--- config.mk ---
export PLATFORM = sky130hd
export DESIGN_NAME = spike_fifo_reader_conv2
export DESIGN_NICKNAME = d
export VERILOG_FILES = /design/src/rtl/spike_fifo_reader_conv2_pkg.sv /design/src/rtl/spike_word_classify.sv /design/src/rtl/spike_fifo_reader_conv2.sv
export SDC_FILE = /design/constraint.sdc
export NUM_CORES = 1
export LEC_CHECK = 0
export CAP_MARGIN = 30
export CORE_MARGIN = 10
export CORE_UTILIZATION = 48
export CTS_CLUSTER_SIZE = 25
export DETAILED_ROUTE_END_ITERATION = 12
export HOLD_SLACK_MARGIN = 0.1
export PLACE_DENSITY = 0.9
export SLEW_MARGIN = 20
export SYNTH_ARGS = -nofsm -noshare
export SYNTH_HDL_FRONTEND = slang
export SYNTH_SLANG_ARGS = --single-unit
--- constraint.sdc ---
create_clock -name clk -period 5.2 [get_ports clk]
set_clock_uncertainty 0.1 [all_clocks]
set_input_delay 1.04 -clock clk [delete_from_list [all_inputs] [get_ports clk]]
set_output_delay 1.04 -clock clk [all_outputs]
set_load 0.005 [all_outputs]
--- src/rtl/spike_fifo_reader_conv2_pkg.sv ---
// spike_fifo_reader_conv2_pkg
//   Constants and types shared by the conv1->conv2 spike FIFO reader.
//   The conv1 writer uses the same marker codes and widths.
package spike_fifo_reader_conv2_pkg;

  localparam int SFR_INDEX_W     = 16;   // FIFO word width (synapse index)
  localparam int SFR_CH_W        = 7;    // conv1 output-channel index width
  localparam int SFR_CHANNEL_NUM = 127;  // highest legal channel index
  localparam int SFR_CNT_W       = 8;    // spike counter width

  localparam logic [SFR_INDEX_W-1:0] SFR_SOF_CODE = 16'hF1FA;
  localparam logic [SFR_INDEX_W-1:0] SFR_EOF_CODE = 16'hFAF1;

  typedef enum logic [1:0] {
    ST_IDLE,
    ST_RD,
    ST_DEC,
    ST_SEND
  } rd_state_t;

  // Classification of one raw FIFO word; exactly one bit is set.
  typedef struct packed {
    logic is_sof;
    logic is_eof;
    logic is_idx;
    logic is_bad;
  } word_class_t;

endpackage

--- src/rtl/spike_word_classify.sv ---
// spike_word_classify
//   Combinational decode of one raw FIFO word.
//   Ports:
//     word    in  INDEX_W  raw FIFO word
//     is_sof  out 1        word is the frame-start marker
//     is_eof  out 1        word is the frame-end marker
//     is_idx  out 1        word is a legal channel index (1..CHANNEL_NUM)
//     is_bad  out 1        any other value (0 or out of range)
module spike_word_classify
  import spike_fifo_reader_conv2_pkg::*;
#(
  parameter int                  INDEX_W     = SFR_INDEX_W,
  parameter int                  CHANNEL_NUM = SFR_CHANNEL_NUM,
  parameter logic [INDEX_W-1:0]  SOF_CODE    = SFR_SOF_CODE,
  parameter logic [INDEX_W-1:0]  EOF_CODE    = SFR_EOF_CODE
) (
  input  logic [INDEX_W-1:0] word,
  output logic               is_sof,
  output logic               is_eof,
  output logic               is_idx,
  output logic               is_bad
);

  logic in_range;
  logic marker;

  always_comb begin
    is_sof   = (word == SOF_CODE);
    is_eof   = (word == EOF_CODE);
    marker   = is_sof | is_eof;
    // Range check is on the full raw word, so e.g. 16'h1005 is rejected
    // even though its low CH_W bits would look legal.
    in_range = (word != '0) && (word <= INDEX_W'(CHANNEL_NUM));
    is_idx   = !marker && in_range;
    is_bad   = !marker && !in_range;
  end

endmodule

--- src/rtl/spike_fifo_reader_conv2.sv ---
// spike_fifo_reader_conv2
//   Read side of the conv1->conv2 spike FIFO. Pops words one at a time,
//   tracks SOF/EOF framing and forwards in-frame channel indices to the
//   conv2 weight search over a valid/ready handshake.
//   Ports:
//     clk          in  1        clock
//     rstn         in  1        async active-low reset
//     fifo_empty   in  1        spike FIFO empty
//     fifo_dout    in  INDEX_W  FIFO read data, valid 1 cycle after fifo_r_en
//     fifo_r_en    out 1        FIFO pop, 1-cycle pulse
//     s_index_o    out CH_W     channel index to weight search
//     s_valid      out 1        s_index_o valid
//     s_ready      in  1        weight search accepts index
//     frame_start  out 1        pulse on accepted SOF
//     frame_done   out 1        pulse on accepted EOF
//     spike_cnt    out CNT_W    indices sent in current/last frame (saturating)
//     err_flag     out 1        sticky protocol error
//     err_clr      in  1        clears err_flag (a new error in the same cycle wins)
module spike_fifo_reader_conv2
  import spike_fifo_reader_conv2_pkg::*;
#(
  parameter int                  INDEX_W     = SFR_INDEX_W,
  parameter int                  CH_W        = SFR_CH_W,
  parameter int                  CHANNEL_NUM = SFR_CHANNEL_NUM,
  parameter logic [INDEX_W-1:0]  SOF_CODE    = SFR_SOF_CODE,
  parameter logic [INDEX_W-1:0]  EOF_CODE    = SFR_EOF_CODE,
  parameter int                  CNT_W       = SFR_CNT_W
) (
  input  logic               clk,
  input  logic               rstn,
  input  logic               fifo_empty,
  input  logic [INDEX_W-1:0] fifo_dout,
  output logic               fifo_r_en,
  output logic [CH_W-1:0]    s_index_o,
  output logic               s_valid,
  input  logic               s_ready,
  output logic               frame_start,
  output logic               frame_done,
  output logic [CNT_W-1:0]   spike_cnt,
  output logic               err_flag,
  input  logic               err_clr
);

  rd_state_t   state;
  logic        in_frame;
  word_class_t cls;
  logic        err_set;

  spike_word_classify #(
    .INDEX_W     (INDEX_W),
    .CHANNEL_NUM (CHANNEL_NUM),
    .SOF_CODE    (SOF_CODE),
    .EOF_CODE    (EOF_CODE)
  ) u_classify (
    .word   (fifo_dout),
    .is_sof (cls.is_sof),
    .is_eof (cls.is_eof),
    .is_idx (cls.is_idx),
    .is_bad (cls.is_bad)
  );

  // Protocol errors are only judged in DEC, where fifo_dout holds the popped word.
  always_comb begin
    err_set = 1'b0;
    if (state == ST_DEC) begin
      err_set = (cls.is_sof &&  in_frame) ||
                (cls.is_eof && !in_frame) ||
                 cls.is_bad;
    end
  end

  always_ff @(posedge clk or negedge rstn) begin
    if (!rstn) begin
      state       <= ST_IDLE;
      in_frame    <= 1'b0;
      fifo_r_en   <= 1'b0;
      s_index_o   <= '0;
      s_valid     <= 1'b0;
      frame_start <= 1'b0;
      frame_done  <= 1'b0;
      spike_cnt   <= '0;
      err_flag    <= 1'b0;
    end else begin
      fifo_r_en   <= 1'b0;
      frame_start <= 1'b0;
      frame_done  <= 1'b0;

      if (err_set) begin
        err_flag <= 1'b1;
      end else if (err_clr) begin
        err_flag <= 1'b0;
      end

      case (state)
        ST_IDLE: begin
          if (!fifo_empty) begin
            state     <= ST_RD;
            fifo_r_en <= 1'b1;
          end
        end

        ST_RD: begin
          state <= ST_DEC;
        end

        ST_DEC: begin
          state <= ST_IDLE;
          if (cls.is_sof) begin
            // A repeated SOF restarts the frame; the error is raised via err_set.
            in_frame    <= 1'b1;
            spike_cnt   <= '0;
            frame_start <= 1'b1;
          end else if (cls.is_eof) begin
            if (in_frame) begin
              in_frame   <= 1'b0;
              frame_done <= 1'b1;
            end
          end else if (cls.is_idx && in_frame) begin
            state     <= ST_SEND;
            s_valid   <= 1'b1;
            s_index_o <= fifo_dout[CH_W-1:0];
          end
        end

        ST_SEND: begin
          if (s_ready) begin
            state   <= ST_IDLE;
            s_valid <= 1'b0;
            if (!(&spike_cnt)) begin
              spike_cnt <= spike_cnt + 1'b1;
            end
          end
        end

        default: state <= ST_IDLE;
      endcase
    end
  end

endmodule

Yosys cells after proc, flatten, opt, wreduce, memory -nomap -nowiden
Cells that the tools add are included.
{"block": "totals", "regBits": 23, "out_inout_bits": 20, "in_bits": 21, "elab_cells": 76}
{"block": "op_classes", "addsub": 1, "eq_ne": 12, "n_reduce_logical": 22, "mux": 28, "magnitude_cmp": 1, "bitwise": 3}
{"cell": "== test 16 bit, second input constant", "count": 2}
{"cell": "two-way mux 8 bit", "count": 3}
{"cell": "two-way mux 1 bit", "count": 17}
{"cell": "<= comparator 16 x 7 -> 1 bit, second input constant", "count": 1}
{"cell": "case mux 8 bit (2 select lines)", "count": 1}
{"cell": "nonzero test 16 bit", "count": 1}
{"cell": "two-way mux 2 bit", "count": 5}
{"cell": "!= test 2 bit, second input constant", "count": 5}
{"cell": "adder 8 x 1 -> 8 bit, second input constant", "count": 1}
{"cell": "case mux 2 bit (4 select lines)", "count": 1}
{"cell": "AND reduction 4 bit", "count": 2}
{"cell": "AND reduction 8 bit", "count": 1}
{"cell": "logical AND 1 bit", "count": 6}
{"cell": "nonzero test 2 bit", "count": 3}
{"cell": "AND reduction 5 bit", "count": 1}
{"cell": "== test 2 bit, second input constant", "count": 2}
{"cell": "!= test 2 x 1 -> 1 bit, second input constant", "count": 2}
{"cell": "AND reduction 2 bit", "count": 2}
{"cell": "zero test 1 bit", "count": 3}
{"cell": "== test 2 x 1 -> 1 bit, second input constant", "count": 1}
{"cell": "zero test 2 bit", "count": 1}
{"cell": "logical OR 1 bit", "count": 2}
{"cell": "NOT 1 bit", "count": 2}
{"cell": "case mux 1 bit (2 select lines)", "count": 1}
{"cell": "OR 1 bit", "count": 1}

Logic depth before layout (Yosys ltp)
Gate-level depths: netlist (run 1).
{"block": "depth", "ltp_word": 9, "ltp_mapped": 5, "ltp_nobuf": 5}

Hierarchy
From an unflattened synthesis (run 1), not the netlist that was laid out.
{"block": "hier_totals", "cells_unflattened": 113, "area_unflattened_um2": 1242.4}
{"mod": "spike_fifo_reader_conv2", "seq_area_each_um2": 575.6, "cells_per_inst": 95, "area_each_um2": 1083.5, "instances": 1}
{"mod": "spike_word_classify", "seq_area_each_um2": 0.0, "cells_per_inst": 18, "area_each_um2": 158.9, "instances": 1}

Least setup slack after synthesis (run 1)
OpenSTA, ideal clock, no wires.
{"block": "synth_timing", "path_kind": "input -> register", "startpoint": "input port fifo_dout[13]", "endpoint": "register s_index_o[0]", "path_slack_ns": 2.679, "required_time_ns": 4.975, "stages": 3, "path_buffers": 0, "t_arrival_ns": 2.296, "setup_ns": 0.125, "path_cell_list": "or3_4 -> nor4_4 -> mux2_2"}
{"block": "synth_via", "elab_chain_cells": 6, "elab_cells_between_ends": 12, "classes_between": "order compare (1); eq/ne (2); bitwise (3); reduce/logical (6)"}
{"item": "start: declaration", "line": "spike_fifo_reader_conv2.sv:32", "text": "input logic [INDEX_W-1:0] fifo_dout,"}
{"item": "parallel branches: the longest is 5 deep, another holds <= comparator 16 x 7 -> 1 bit"}
{"item": "AND reduction 4 bit (no line) *"}
{"item": "end signal: assignment", "line": "spike_fifo_reader_conv2.sv:121", "text": "s_index_o <= fifo_dout[CH_W-1:0];"}
{"item": "end: declaration", "line": "spike_fifo_reader_conv2.sv:34", "text": "output logic [CH_W-1:0] s_index_o,"}
Every way passes the cells marked *.
A chain may end at the register's enable or synchronous reset.

Worst setup path after layout (run 1)
{"block": "layout_timing", "startpoint": "input port fifo_dout[15]", "endpoint": "register s_index_o[0]"}
The elaborated chain is that of the path after synthesis.

==> summary.md, run 1 <==
| Metric | Value |
|---|---|
| Top Family by Delay on Critical Path | simple AND/OR/NAND/NOR gates |
| Largest net degree at the start of global routing | 15 |
| CTS Root Cell | clkbuf_4 |
| Vias per std cell | 5.968 |
| CTS H-tree depth | 1 |
| # diodes | 0 |
| DRT Pass-1 Iters | 4 |
| # rows | 18 |
| Grt ovf | 0 |
| Slew headroom | 54.52% |
| Clock Latency Late Sink | 0.32 ns |
| Worst slew pin tran | 0.6749 ns |
| TritonCTS buffer count | 3 |
| Setup TNS | 0 ns |
| Max-slew violation count | 0 |
| ANT nets after route | 0 |
| Nets@finish | 180 |
| Initial Util | 49.85% |
| Core area | 0.002477 mm2 |
| FMAX | 358.3 MHz |
| Synthesized Nets | 135 |
| Top cells by area, synth | dfrtp_1 (47%), mux2_2 (6.4%), nor4_4 (3.4%), nand4_1 (2.5%), nand2_1 (2.4%) |
| Post-synth ARST share | 100.0% |
| Per-cell routed wire length | 18.05 um |
| Count leader, synth | dfrtp_1 |
| Layout area overhead | 37.89% |
| Vias post-DR | 1116 |
| DR iter-0 viols | 51 |
| Worst hold slack | 0.4246 ns |
| Initial antenna violation count | 0 |
| FF/Latch Area | 575.6 um2 |
| DIE AREA | 0.005001 mm2 |
| Leak | 0.0006918 uW |
| Maximum vdd drop | 0.1999 mV |
| Top post-synthesis cells by count | dfrtp_1 (23), nand2_1 (8), nor2_1 (8) |
| Final wirelength | 3375 um |
| Mapped Cells | 113 |
| YS warnings | 0 |
| CTS max path bufs | 2 |
| First-pass GRT wire length | 5630 um |
| Clock-pin slew on the worst setup and hold paths | 0.12 ns |
| Startpoint class of the critical path | primary input |
| Worst hold path type | reg -> reg |
| Top FF cell, synth | dfrtp_1 |
| Crit path DAT | 2.90 ns |
| Crit path cell chain | clkdlybuf4s50_1, or3_4, nor4_4, mux2_2 |
| Kind of critical path | in -> reg |
| CP required | 5.31 ns |
| Die width | 70.72 um |
| DP Wirelength | 2638 um |
| RSZ-0062 raised after global routing | no |
| FF+latch count, synth | 23 |
| Synth area leader | dfrtp_1 |
| Worst setup EP type | register |
| Syn Area/Cell | 10.93 um2 |
| EDFF count, synth | 0 |
| Fin util | 68.74% |
| Finish-stage setup viols | 0 |
| Vias in the first global route | 1133 |
| CP max-delay cell | nor4_4 |
| Remaining DRCs | 0 |
| Post-CTS Setup Inserts | 0 |
| Outcome | complete, no violations |
| Critical Path Fanout Max | 10 |
| Pwr Density | 296.7 mW/mm2 |
| Clk sinks | 23 |
| Netlist Area Pre-Place | 0.001235 mm2 |
| Post-synthesis cell type count | 40 |
| Fillers | 184 |
| Die H | 70.72 um |
| Final Cycle Share | 53.67% |
| CP Buf/Inv Count | 1 |
| Fin crit period | 2.791 ns |
| CTS tree | done |
| Cts hold-fix bufs | 0 |
| Ports | 41 |
| Multi-input gate area | 621.8 um2 |
| Max incr delay on CP | 0.62 ns |
| Top-area cell type share of the netlist area | 46.61% |
| Gpl congestion | 0.9479 |
| Sequential element share of the synthesized area | 46.61% |
| Layout cells sized above 1 | 11.46% |
| Post-cts gate resize count | 0 |
| GRT Util Overall | 13.25% |
| Final Hold Viols | 0 |
| Port Buf Inserts | 40 |
| Total of max-cap violations | 0 |
-- kinds of logic after synthesis --
family	Yosys count	synth area share, %
adders and majority gates	1	1.013
DFF	23	46.61
and+or+nand+nor	47	25.94
AOI/OAI and AO/OA	26	16.21
muxes	8	7.194
buffers and inverters	8	3.040
-- registers in the layout, summed over array words and instances (netlist names) --
signal,count
spike_cnt,8
s_index_o,7
state,2
err_flag,1
fifo_r_en,1
frame_done,1
frame_start,1
in_frame,1
s_valid,1
-- placed cells by master, fill, tap and decap left out, drive strengths merged, types with 2 or more instances in the layout --
| cell type | n |
|---|---|
| clkbuf | 4 |
| and4b | 3 |
| or4 | 2 |
| and2 | 2 |
| or3 | 2 |
| o311ai | 2 |
| o221ai | 2 |
| and4 | 2 |
| clkdlybuf4s50 | 40 |
| nand3 | 2 |
| nand2 | 8 |
| nand2b | 3 |
| nor2 | 8 |
| a31oi | 2 |
| nor4b | 3 |
| inv | 7 |
| nor4 | 3 |
| o31ai | 4 |
| nand4 | 5 |
| dfrtp | 23 |
| o21ai | 4 |
| mux2 | 7 |
| o211ai | 4 |
-- per-stage QoR --
step / instances / power, uW / area (um2) / setup slack [ns]
floorplan: 113 / 326.1 / 1235 / 2.679
global placement: 182 / 414.5 / 1662 / 2.133
detailed placement: 183 / 423.8 / 1677 / 2.054
CTS: 187 / 509.0 / 1703 / 2.415
global route: 187 / 538.1 / 1703 / 2.295
finish: 187 / 505.3 / 1703 / 2.409
-- where the power goes --
part | leakage, uW | total [uW] | internal [uW] | switching, uW
sequential | 0.000298 | 255 | 209 | 46.8
combinational | 0.000379 | 165 | 94.7 | 70.5
clock | 0.0000150 | 84.8 | 30.1 | 54.7
total | 0.000692 | 505 | 333 | 172
-- path summary, 6_finish.rpt --
check,from,end,slack [ns],cells past startpoint
min reg2reg,err_flag,err_flag,0.42,2
max,fifo_dout[15],s_index_o[0],2.41,4
max reg2reg,state[0],s_index_o[0],3.09,3
min in group asynchronous,rstn,spike_cnt[5],0.93,1
min,err_flag,err_flag,0.42,2
max in group asynchronous,rstn,s_index_o[6],3.60,2
-- routing by layer --
metal / vias to the layer above / share of wire, % / wire (um) / track usage [%]
li1: 533 / - / - / -
met1: 537 / 39 / 1329 / 15.42
met2: 39 / 53 / 1800 / 22.45
met3: 7 / 4.9 / 166 / 3.208
met4: 0 / 2.3 / 78 / 5.806
met5: - / 0 / 0 / 0
-- worst min-delay path: cells and delay by family, from the launching register on --
family / cells / cell delay, ns
flops: 1 / 0.36
simple gates: 2 / 0.13
-- final cells by class --
| cell class | instances | area share, % |
|---|---|---|
| Clock buffer | 4 | 1.543 |
| Inverter | 7 | 1.543 |
| Multi-Input combinational cell | 82 | 36.52 |
| Sequential cell | 23 | 33.80 |
| Tap cell | 30 | 2.204 |
| Timing Repair Buffer | 41 | 24.39 |
Power figures use the tool's default switching activity.
==> run 2, diff against run 1 <==
--- a/config.mk
+++ b/config.mk
@@ -6,12 +6,13 @@
 export NUM_CORES = 1
 export LEC_CHECK = 0
 export CAP_MARGIN = 30
+export CORE_ASPECT_RATIO = 2
 export CORE_MARGIN = 10
-export CORE_UTILIZATION = 48
+export CORE_UTILIZATION = 45
 export CTS_CLUSTER_SIZE = 25
 export DETAILED_ROUTE_END_ITERATION = 12
 export HOLD_SLACK_MARGIN = 0.1
-export PLACE_DENSITY = 0.9
+export PLACE_DENSITY = 0.86
 export SLEW_MARGIN = 20
 export SYNTH_ARGS = -nofsm -noshare
 export SYNTH_HDL_FRONTEND = slang
==> constraint.sdc (replaced) <==
create_clock -name clk -period 2.65 [get_ports clk]
set_clock_uncertainty 0.1 [all_clocks]
set_input_delay 0.53 -clock clk [delete_from_list [all_inputs] [get_ports clk]]
set_output_delay 0.53 -clock clk [all_outputs]
set_load 0.005 [all_outputs]
==> summary.md, run 2 (synthesized netlist as in run 1, its figures left out) <==
| Metric | Value |
|---|---|
| Ports | 41 |
| Vias in the first global route | 1312 |
| Worst setup EP type | register |
| Registers with the most flip-flops | spike_cnt: 8 flops, s_index_o: 7 flops, state: 2 flops |
| Worst hold slack | 0.4166 ns |
| Final Cycle Share | 87.77% |
| DRT Pass-1 Iters | 4 |
| Startpoint class of the critical path | primary input |
| Die width | 57.04 um |
| Largest net degree at the start of global routing | 24 |
| DIE AREA | 0.005367 mm2 |
| Post-cts gate resize count | 0 |
| Die H | 94.09 um |
| Layout area overhead | 42.35% |
| Layout cells sized above 1 | 15.34% |
| TritonCTS buffer count | 3 |
| First-pass GRT wire length | 5796 um |
| Initial Util | 47.45% |
| Setup TNS | 0 ns |
| # rows | 26 |
| Fillers | 219 |
| Clk sinks | 23 |
| Commonest cells after routing, fill and taps aside | clkdlybuf4s50_1 (40), dfrtp_1 (23), nor2_1 (8), nand2_1 (8) |
| Post-CTS Setup Inserts | 0 |
| Biggest register | spike_cnt |
| # diodes | 0 |
| Nets@finish | 186 |
| DP Wirelength | 2902 um |
| Remaining DRCs | 0 |
| Gpl congestion | 0.9247 |
| Finish-stage setup viols | 0 |
| CTS Root Cell | clkbuf_8 |
| Worst Setup Slack, final | 0.3241 ns |
| Max-slew violation count | 0 |
| Leak | 0.0007284 uW |
| Placement Setup Slack | 0.04493 ns |
| Total of max-cap violations | 0 |
| Final wirelength | 3529 um |
| Kind of critical path | in -> reg |
| CTS H-tree depth | 1 |
| CP required | 2.70 ns |
| Maximum vdd drop | 0.4875 mV |
| Clock Latency Late Sink | 0.26 ns |
| Vias post-DR | 1145 |
| Port Buf Inserts | 40 |
| Slew headroom | 57.39% |
| Outcome | complete, no violations |
| RSZ-0062 raised after global routing | no |
| Core area | 0.002603 mm2 |
| CTS tree | done |
| Per-cell routed wire length | 18.48 um |
| GRT Util Overall | 13.00% |
| Largest register FFs | 8 |
| FMAX | 429.9 MHz |
| ANT nets after route | 0 |
| Cts hold-fix bufs | 0 |
| Initial antenna violation count | 0 |
| Pwr Density | 599.0 mW/mm2 |
| Worst hold path type | reg -> reg |
| Grt ovf | 0 |
| Vias per std cell | 5.995 |
| Final Hold Viols | 0 |
| Critical Path Fanout Max | 10 |
| Clock-pin slew on the worst setup and hold paths | 0.09 ns |
| Worst slew pin tran | 0.6322 ns |
| CTS max path bufs | 2 |
| Fin crit period | 2.326 ns |
| Most common cell after layout, fill and taps aside | clkdlybuf4s50_1 |
| Crit path DAT | 2.38 ns |
| DR iter-0 viols | 42 |
==> run 2: final timing paths <==
kind / from / to / slack, ns / cells past startpoint
min reg2reg: err_flag / err_flag / 0.42 / 2
max: fifo_dout[15] / s_index_o[6] / 0.32 / 4
min in group asynchronous: rstn / spike_cnt[1] / 0.51 / 2
max reg2reg: state[0] / s_index_o[6] / 0.60 / 3
min: err_flag / err_flag / 0.42 / 2
max in group asynchronous: rstn / in_frame / 1.70 / 2
==> run 2: area by class of cell <==
class | count | area [um2] | area share, %
Multi-Input combinational cell | 82 | 621.8 | 35.37
Sequential cell | 23 | 575.6 | 32.74
Clock inverter | 1 | 5.005 | 0.2847
Inverter | 7 | 26.28 | 1.495
Tap cell | 28 | 35.03 | 1.993
Clock buffer | 3 | 41.29 | 2.349
Timing Repair Buffer | 47 | 452.9 | 25.77
==> run 2: layer usage <==
layer | vias to the layer above | track usage (%) | part of all wire, %
met1 | 549 | 11.26 | 34
met2 | 43 | 24.64 | 55
met4 | 0 | 6.693 | 3.5
li1 | 542 | - | -
met5 | - | 0 | 0
met3 | 11 | 4.743 | 7.5
==> run 2: per-stage QoR <==
| stage | std cells | utilization [%] | total power (uW) | area (um2) |
|---|---|---|---|---|
| 2_1_floorplan | 113 | - | 639.9 | 1235 |
| 3_3_place_gp | 187 | 65.77 | 826.5 | 1712 |
| 3_5_place_dp | 187 | 65.77 | 843.9 | 1712 |
| 4_1_cts | 191 | 67.55 | 1058 | 1758 |
| 5_1_grt | 191 | 67.55 | 1121 | 1758 |
| 6_report | 191 | 67.55 | 1053 | 1758 |
==> run 2: worst max-delay path, stage by stage <==
cell	delay, ns
clkdlybuf4s50_1	0.47
or3_4	0.38
nor4_4	0.59
mux2_2	0.41
==> run 2: power by group <==
part           switching [uW]  internal [uW]
combinational             149            192
clock                     112            105
sequential               85.7            410
total                     347            706
==> run 3, diff against run 2 <==
--- a/config.mk
+++ b/config.mk
@@ -8,11 +8,12 @@
 export CAP_MARGIN = 30
 export CORE_ASPECT_RATIO = 2
 export CORE_MARGIN = 10
-export CORE_UTILIZATION = 45
+export CORE_UTILIZATION = 40
 export CTS_CLUSTER_SIZE = 25
 export DETAILED_ROUTE_END_ITERATION = 12
 export HOLD_SLACK_MARGIN = 0.1
-export PLACE_DENSITY = 0.86
+export PLACE_DENSITY = 0.78
+export REMOVE_ABC_BUFFERS = 1
 export SLEW_MARGIN = 20
 export SYNTH_ARGS = -nofsm -noshare
 export SYNTH_HDL_FRONTEND = slang
==> summary.md, run 3 (synthesized netlist as in run 1, its figures left out) <==
| Metric | Value |
|---|---|
| Slew headroom | 55.92% |
| Pwr Density | 609.4 mW/mm2 |
| R2R depth | 3 |
| Fin crit period | 2.342 ns |
| Final wirelength | 3672 um |
| Die width | 59.29 um |
| Registers with the most flip-flops | spike_cnt: 8 flops, s_index_o: 7 flops, state: 2 flops |
| CP max-delay cell | nor4_4 |
| Largest net degree at the start of global routing | 24 |
| Ports | 41 |
| Maximum vdd drop | 0.3981 mV |
| Initial Util | 41.47% |
| First-pass GRT wire length | 5885 um |
| Hold Path Cell Cnt | 2 |
| Combinational group share of total power | 31.7% |
| Kind of critical path | in -> reg |
| RSZ-0062 raised after global routing | no |
| CP Buf/Inv Count | 1 |
| Final Hold Viols | 0 |
| Sw power | 362.8 uW |
| Fillers | 257 |
| Initial antenna violation count | 0 |
| Multi-input gate area | 621.8 um2 |
| Max-slew violation count | 0 |
| Largest register FFs | 8 |
| Sequential Power Share | 47.0% |
| Remaining DRCs | 0 |
| Worst Setup Slack, final | 0.3076 ns |
| Most common cell after layout, fill and taps aside | clkdlybuf4s50_1 |
| Post-CTS Setup Inserts | 0 |
| Startpoint class of the critical path | primary input |
| CTS tree | done |
| Biggest register | spike_cnt |
| Commonest cells after routing, fill and taps aside | clkdlybuf4s50_1 (40), dfrtp_1 (23), nor2_1 (8), nand2_1 (8) |
| GRT Util Overall | 12.72% |
| DRT Pass-1 Iters | 4 |
| DR iter-0 viols | 20 |
| Net Sw Frac | 33.92% |
| Die H | 98.58 um |
| # diodes | 0 |
| Placement Setup Slack | 0.02973 ns |
| Final Cycle Share | 88.39% |
| Core area | 0.002978 mm2 |
| Finish-stage setup viols | 0 |
| Nets@finish | 185 |
| Clock power share | 21.3% |
| Worst slew pin tran | 0.6541 ns |
| Crit path DAT | 2.41 ns |
| Power Internal | 707.0 uW |
| Top Family by Delay on Critical Path | simple AND/OR/NAND/NOR gates |
| TritonCTS buffer count | 3 |
| Worst hold path type | reg -> reg |
| Layout cells sized above 1 | 14.81% |
| Clock-pin slew on the worst setup and hold paths | 0.09 ns |
| CP required | 2.71 ns |
| DP Wirelength | 2911 um |
| Vias per std cell | 5.995 |
| Layout area overhead | 42.15% |
| Gpl congestion | 0.8617 |
| # rows | 28 |
| CTS Root Cell | clkbuf_8 |
| CTS H-tree depth | 1 |
| Setup TNS | 0 ns |
| Clk sinks | 23 |
| Grt ovf | 0 |
| Outcome | complete, no violations |
| WP depth | 4 |
| DIE AREA | 0.005845 mm2 |
| Vias post-DR | 1151 |
| FF/Latch Area | 575.6 um2 |
| Leak | 0.0007198 uW |
| Port Buf Inserts | 40 |
| FMAX | 426.9 MHz |
| Critical Path Fanout Max | 10 |
| Clock Latency Late Sink | 0.27 ns |
| Post-cts gate resize count | 0 |
| Crit path cell chain | clkdlybuf4s50_1, or3_4, nor4_4, mux2_2 |
| Total of max-cap violations | 0 |
| Vias in the first global route | 1289 |
| Worst setup EP type | register |
| Per-cell routed wire length | 19.13 um |
| Cts hold-fix bufs | 0 |
| CTS max path bufs | 2 |
| ANT nets after route | 0 |
| Max incr delay on CP | 0.60 ns |
==> run 3: power groups by stage <==
stage | registers (uW) | clock network, uW | logic, uW
final | 503 | 228 | 339
after global routing | 512 | 245 | 374
after CTS | 499 | 232 | 343
after detailed placement | 505 | 0 | 339
after global placement | 500 | 0 | 328
after floorplan | 487 | 0 | 142
==> run 3: layout make-up <==
class | count | share of cell area (%)
clock buffer | 3 | 2.352
inverter | 7 | 1.497
timing repair buffer | 46 | 25.37
sequential | 23 | 32.79
tap | 30 | 2.138
multi-input combinational | 82 | 35.42
clock inverter | 1 | 0.4277
==> run 3: path summary, 6_finish.rpt <==
check | start | end | slack, ns
hold / removal | err_flag | err_flag | 0.42
setup / recovery | fifo_dout[15] | s_index_o[3] | 0.31
max in group asynchronous | rstn | spike_cnt[2] | 1.72
min in group asynchronous | rstn | s_index_o[6] | 0.50
hold reg to reg | err_flag | err_flag | 0.42
setup reg to reg | state[0] | s_index_o[3] | 0.56
==> run 3: worst register-to-register path: cells and delay by family, from the launching register on <==
kind / cells / cell delay (ns)
DFF: 1 / 0.51
and+or+nand+nor: 2 / 0.97
muxes: 1 / 0.41
==> run 3: through the flow <==
stage	cells	total power [uW]	area (um2)	util, %	hold slack (ns)
floorplan	112	629.5	1224	-	0.1344
global placement	188	827.8	1707	57.31	0.3923
detailed placement	188	843.6	1707	57.31	0.3999
CTS	192	1074	1755	58.95	0.4195
global route	192	1131	1755	58.95	0.4490
finish	192	1070	1755	58.95	0.4174
==> run 3: layer usage <==
| layer | wire [um] | GRT usage, % | vias to the layer above | share of wire, % |
|---|---|---|---|---|
| li1 | - | - | 538 | - |
| met1 | 1218 | 11.42 | 558 | 33 |
| met2 | 2095 | 23.33 | 44 | 57 |
| met3 | 237 | 3.856 | 11 | 6.5 |
| met4 | 121 | 6.927 | 0 | 3.3 |
| met5 | 0 | 0 | - | 0 |
